===== config.mk =====
export PLATFORM = sky130hd
export DESIGN_NAME = reset_req_scheduler
export DESIGN_NICKNAME = d
export VERILOG_FILES = /design/src/rtl/reset_sched_pkg.sv /design/src/rtl/rr_arbiter.sv /design/src/rtl/reset_req_scheduler.sv
export SDC_FILE = /design/constraint.sdc
export NUM_CORES = 1
export LEC_CHECK = 0
export ABC_AREA = 1
export ABC_CLOCK_PERIOD_IN_PS = 1800
export CAP_MARGIN = 20
export CORE_MARGIN = 2
export CORE_UTILIZATION = 54
export DETAILED_ROUTE_END_ITERATION = 8
export GPL_TIMING_DRIVEN = 0
export PLACE_DENSITY = 0.85
export SYNTH_ARGS = -nofsm -noshare
export SYNTH_HDL_FRONTEND = slang
export SYNTH_SLANG_ARGS = --single-unit
export TNS_END_PERCENT = 50

===== constraint.sdc =====
create_clock -name clk -period 1.8 [get_ports clk]
set_clock_uncertainty 0.15 [all_clocks]
set_input_delay 0.36 -clock clk [delete_from_list [all_inputs] [get_ports clk]]
set_output_delay 0.36 -clock clk [all_outputs]
set_load 0.05 [all_outputs]

===== src/rtl/reset_sched_pkg.sv =====
`default_nettype none
// ============================================================================
// Module   : reset_sched_pkg
// Brief    : Shared state encoding and event-counter constants for the
//            reset request scheduler.
// Revision : 1.0 - initial release
// ============================================================================
package reset_sched_pkg;

    typedef logic [1:0] state_t;

    localparam state_t ST_IDLE     = 2'd0;
    localparam state_t ST_ASSERT   = 2'd1;
    localparam state_t ST_COOLDOWN = 2'd2;

    localparam int EVT_W = 8;
    localparam logic [EVT_W-1:0] EVT_MAX = {EVT_W{1'b1}};

    // Index width for a requester count; never narrower than one bit.
    function automatic int id_width(input int n);
        return (n > 1) ? $clog2(n) : 1;
    endfunction

endpackage
`default_nettype wire


===== src/rtl/rr_arbiter.sv =====
`default_nettype none
// ============================================================================
// Module   : rr_arbiter
// Brief    : Combinational round-robin picker; searches upward from ptr+1
//            with wrap-around and returns the first set request.
// Revision : 1.0 - initial release
// ============================================================================
module rr_arbiter #(
    parameter int NUM_REQ = 4,
    parameter int ID_W    = 2
) (
    input  logic [NUM_REQ-1:0] req,
    input  logic [ID_W-1:0]    ptr,
    output logic [NUM_REQ-1:0] grant,
    output logic [ID_W-1:0]    grant_id,
    output logic               any
);

    // Two passes: indices above the pointer first, then the wrapped part.
    always_comb begin
        grant    = '0;
        grant_id = '0;
        any      = 1'b0;
        for (int i = 0; i < NUM_REQ; i++) begin
            if (!any && req[i] && (i > int'(ptr))) begin
                any      = 1'b1;
                grant[i] = 1'b1;
                grant_id = ID_W'(i);
            end
        end
        for (int i = 0; i < NUM_REQ; i++) begin
            if (!any && req[i] && (i <= int'(ptr))) begin
                any      = 1'b1;
                grant[i] = 1'b1;
                grant_id = ID_W'(i);
            end
        end
    end

endmodule
`default_nettype wire


===== src/rtl/reset_req_scheduler.sv =====
`default_nettype none
// ============================================================================
// Module   : reset_req_scheduler
// Brief    : Serialises monitor force_reset requests round-robin into timed
//            host reset pulses, each followed by a cooldown window.
// Revision : 1.0 - initial release
// ============================================================================
module reset_req_scheduler
    import reset_sched_pkg::*;
#(
    parameter int NUM_REQ         = 4,
    parameter int HOLD_CYCLES     = 16,
    parameter int COOLDOWN_CYCLES = 8,
    parameter int CNT_W           = 8
) (
    input  logic                          clk,
    input  logic                          rst_n,
    input  logic [NUM_REQ-1:0]            req_in,
    input  logic [NUM_REQ-1:0]            req_mask,
    output logic                          sys_reset_out,
    output logic                          busy,
    output logic                          grant_valid,
    output logic [id_width(NUM_REQ)-1:0]  grant_id,
    output logic [NUM_REQ-1:0]            ack_out,
    output logic [EVT_W-1:0]              event_count
);

    localparam int ID_W = id_width(NUM_REQ);

    localparam logic [CNT_W-1:0] C_HOLD_LOAD = CNT_W'(HOLD_CYCLES - 1);
    localparam logic [CNT_W-1:0] C_COOL_LOAD =
        (COOLDOWN_CYCLES > 0) ? CNT_W'(COOLDOWN_CYCLES - 1) : '0;

    state_t               r_state;
    logic [CNT_W-1:0]     r_cnt;
    logic [ID_W-1:0]      r_ptr;
    logic [NUM_REQ-1:0]   r_req_prev;
    logic [NUM_REQ-1:0]   r_pending;

    logic [NUM_REQ-1:0]   w_req_rise;
    logic [NUM_REQ-1:0]   w_arb_grant;
    logic [ID_W-1:0]      w_arb_id;
    logic                 w_arb_any;
    logic                 w_do_grant;
    logic [NUM_REQ-1:0]   w_clr;

    assign w_req_rise = req_in & ~r_req_prev;
    assign w_do_grant = (r_state == ST_IDLE) && w_arb_any;
    assign w_clr      = w_do_grant ? w_arb_grant : '0;

    assign sys_reset_out = (r_state == ST_ASSERT);
    assign busy          = (r_state == ST_ASSERT) || (r_state == ST_COOLDOWN);

    rr_arbiter #(
        .NUM_REQ (NUM_REQ),
        .ID_W    (ID_W)
    ) u_arb (
        .req      (r_pending & req_mask),
        .ptr      (r_ptr),
        .grant    (w_arb_grant),
        .grant_id (w_arb_id),
        .any      (w_arb_any)
    );

    always_ff @(posedge clk or negedge rst_n) begin
        if (!rst_n) begin
            r_state     <= ST_IDLE;
            r_cnt       <= '0;
            r_ptr       <= ID_W'(NUM_REQ - 1);
            r_req_prev  <= '0;
            r_pending   <= '0;
            grant_valid <= 1'b0;
            grant_id    <= '0;
            ack_out     <= '0;
            event_count <= '0;
        end else begin
            r_req_prev  <= req_in;
            // A rise on the bit being granted this edge survives the clear.
            r_pending   <= ((r_pending & ~w_clr) | w_req_rise) & req_mask;
            grant_valid <= 1'b0;
            ack_out     <= '0;

            case (r_state)
                ST_IDLE: begin
                    if (w_arb_any) begin
                        grant_valid <= 1'b1;
                        ack_out     <= w_arb_grant;
                        grant_id    <= w_arb_id;
                        r_ptr       <= w_arb_id;
                        r_cnt       <= C_HOLD_LOAD;
                        r_state     <= ST_ASSERT;
                        if (event_count != EVT_MAX) begin
                            event_count <= event_count + EVT_W'(1);
                        end
                    end
                end
                ST_ASSERT: begin
                    if (r_cnt == '0) begin
                        if (COOLDOWN_CYCLES == 0) begin
                            r_state <= ST_IDLE;
                        end else begin
                            r_state <= ST_COOLDOWN;
                            r_cnt   <= C_COOL_LOAD;
                        end
                    end else begin
                        r_cnt <= r_cnt - CNT_W'(1);
                    end
                end
                ST_COOLDOWN: begin
                    if (r_cnt == '0) begin
                        r_state <= ST_IDLE;
                    end else begin
                        r_cnt <= r_cnt - CNT_W'(1);
                    end
                end
                default: begin
                    r_state <= ST_IDLE;
                end
            endcase
        end
    end

endmodule
`default_nettype wire

==> flow_summary_export.csv <==
group,metric,value,unit
timing,rsz0062_at_grt,"true",
detailed_routing,via_count,1693,
synthesis,synth_seq_cells,35,
clock_network,cts_buffers,5,
detailed_routing,first_iter_violations,124,
synthesis,yosys-top-cells-area,"dfrtp_1 (44%), nand2_1 (15%), nand3_1 (5.1%)",
finish,area_growth,37.2,%
pwr,leakage,1.34,nW
detailed_routing,drt-total-wl,4.78,mm
finish,diodes,0,
detailed_routing,dr.pass1.iters,4,
place,hpwlAfterDp,2.62,mm
floorplan,core_area,3340,sq um
place,gp_congestion,0.888,
synthesis,yosys.area.top_type,"dfrtp_1",
detailed_routing,drc,0,
setup_path,crit_path_end_kind,"flop",
setup_path,crit_arrival,1.97,ns
floorplan,num_rows,21,
detailed_routing,wl_per_cell,15.1,um
setup_path,start_kind,"primary input",
clock_network,clk_latency,0.36,ns
clock_network,cts_root_buf,"clkbuf_4",
setup_path,crit_required,1.94,ns
synthesis,synth_seq_area_share,46.7,%
clock_network,cts_tree,"built",
global_routing,grt-ovfl-total,0,
floorplan,die_area,3970,sq um
setup_path,cp_max_fo,5,
status,status,"finished, violations left",
floorplan,start_util,56.3,%
place,portBuffers,26,
detailed_routing,ant_nets,0,
synthesis,synth.distinct_cells,28,
finish,fin_nets,285,
setup_path,crit_type,"in2reg",
pwr,powerDensity,1710,nW/um^2
place,post-place-cells,293,
synthesis,synth_top_area_share,43.9,%
synthesis,ys.flop_type,"dfrtp_1",
synthesis,netlist_area,1880,sq um
synthesis,synthesis.nets,236,
global_routing,grt_pass1_wl,6.72,mm
synthesis,synth_cells,221,
global_routing,grt_max_degree,36,
synthesis,syn_area_per_cell,8.50,sq um
synthesis,synth_edf_count,0,
setup_path,r2r_start,"r_ptr[1]$_DFFE_PN1P_",
timing,hold_ws,0.312,ns
job,cap_violations,0,
timing,fin_crit_sh,102,%
global_routing,grt_usage,21.7,%
timing,maxSlewHeadroom,48.4,%
floorplan,die_w,63.0,um
synthesis,yosysWarnings,0,
pwr,peakVddDrop,0.00119,V
timing,worst_pin_slew,0.774,ns
clock_network,htreeDepth,2,
floorplan,die_y,63.0,um
clock_network,clock_path_buffers,2,
setup_path,startpoint,"req_mask[1]",
clock_network,clk_pin_slew,0.12,ns
timing,fin_crit,1.83,ns
global_routing,grt_antenna_before_repair,0,
status,violations,"setup timing",
detailed_routing,via_per_inst,5.34,
timing,maxSlewViolCount,0,
timing,setup_ws,-0.0303,ns
synthesis,synth_common_cells,"nand2_1 (75), dfrtp_1 (33), nand3_1 (19), inv_1 (18), nor2_1 (11)",
finish,instances_no_fill,317,
timing,max_freq,546,MHz
min_path,hp-class,"in2reg",
timing,setup_violations,5,
clock_network,cts_sinks,35,
min_path,hold_start,"req_in[3]",
floorplan,io_pins,27,
timing,hold_viol,0,
synthesis,yosysMostFrequentCell,"nand2_1",
synthesis,async_reset_ff_share,100,%
finish,layout-drive-gt1-share,29.9,%
global_routing,first_global_vias,1531,
layout make-up:
cell class | instances | area (sq um)
buffer | 2 | 26.3
clock buffer | 5 | 37.5
clock inverter | 3 | 67.6
fill | 226 | 759
inverter | 21 | 81.3
multi-input combinational | 163 | 1030
sequential | 35 | 881
tap | 46 | 57.6
timing repair buffer | 42 | 397
stage by stage:
stage               utilization (%)  setup slack [ns]  TNS, ns  power (mW)  cell area [sq um]
floorplan                         -            0.0327        0        2.64               1880
global placement               66.0            -0.623   -24.02        3.10               2200
detailed placement             65.8            -0.412    -7.75        3.15               2200
CTS                            69.4            -0.176   -0.182        3.84               2320
global route                   77.2           -0.0968    -1.04        4.65               2580
finish                         77.2           -0.0303   -0.102        4.41               2580
flip-flops by register name (all words and copies together), names as in the netlist:
register and cells:
r_req_prev 4, r_state 2, grant_valid 1, r_ptr 2, grant_id 2, r_pending 4
event_count 8, r_cnt 8, ack_out 4
metal layers:
layer	track usage [%]	vias to the layer above	wire length, um
li1	-	813	-
met1	27.7	807	1940
met2	33.9	60	2460
met3	7.03	13	276
met4	8.89	0	112
met5	0	-	0
critical path: stages:
cell             delay (ns)
clkdlybuf4s50_1        0.44
nand2_2                0.14
inv_2                  0.10
nand2_4                0.11
nand3_4                0.10
nor2_4                 0.17
nand4_4                0.15
nand2_4                0.15
clkbuf_16              0.15
nand2_2                0.04
o21ai_2                0.05
power by group:
| part | internal, mW | total, mW | switching, mW | leakage, nW |
|---|---|---|---|---|
| logic | 0.958 | 2.51 | 1.55 | 0.844 |
| registers | 1.00 | 1.18 | 0.178 | 0.444 |
| clock network | 0.432 | 0.721 | 0.290 | 0.0514 |
final timing paths:
kind                                              endpoint  slack (ns)  cells after the start
worst max-delay path            event_count[5]$_DFFE_PN0P_       -0.03                     11
worst min-delay path               r_req_prev[3]$_DFF_PN0_        0.31                      1
worst max register to register  event_count[5]$_DFFE_PN0P_       -0.02                      9
worst min register to register      r_pending[1]$_DFF_PN0_        0.32                      1
max in group asynchronous       event_count[1]$_DFFE_PN0P_        0.53                      2
min in group asynchronous       event_count[4]$_DFFE_PN0P_        0.44                      2
cells by family (layout without fill, tap and decap cells):
| group | Yosys count | in the layout | synth area share [%] |
|---|---|---|---|
| DFF | 35 | 35 | 46.7 |
| buffers and inverters | 23 | 73 | 5.39 |
| and+or+nand+nor | 133 | 133 | 34.0 |
| AOI/OAI and AO/OA | 15 | 15 | 5.86 |
| adders and majority gates | 5 | 5 | 3.33 |
| xor gates and xnor gates | 10 | 10 | 4.66 |
placed cells by master (no fill, tap or decap), types with 3 or more instances in the layout:
cell             Yosys  routed
xor2_1               4       4
o21ai_0              5       4
nand3b_1             3       3
nand2_4              3       7
inv_2                3       7
nor3_1               3       3
nor2_4               1       4
dfrtp_1             33      31
nand3_1             19      19
o211ai_1             3       3
xnor2_1              6       6
clkdlybuf4s50_1      0       8
nand4_1              3       3
nand4_4              0       3
clkbuf_4             0       5
buf_4                0      13
buf_6                2       3
nor2_1              11       9
clkdlybuf4s15_2      0       6
nand2_2              7       9
inv_1               18      13
nand2_1             75      69
dlygate4sd2_1        0       5
what timing repair did:
item                                    4_1_cts  5_1_grt
buffers inserted                              0       13
hold buffers                                  1        0
gates cloned                                  0        2
endpoints found under the setup margin       27       28
hold endpoints to repair                     33        0
resized for setup                            46       39
pin swaps                                     0       10
Note: power is estimated with default switching activity, not from simulation.
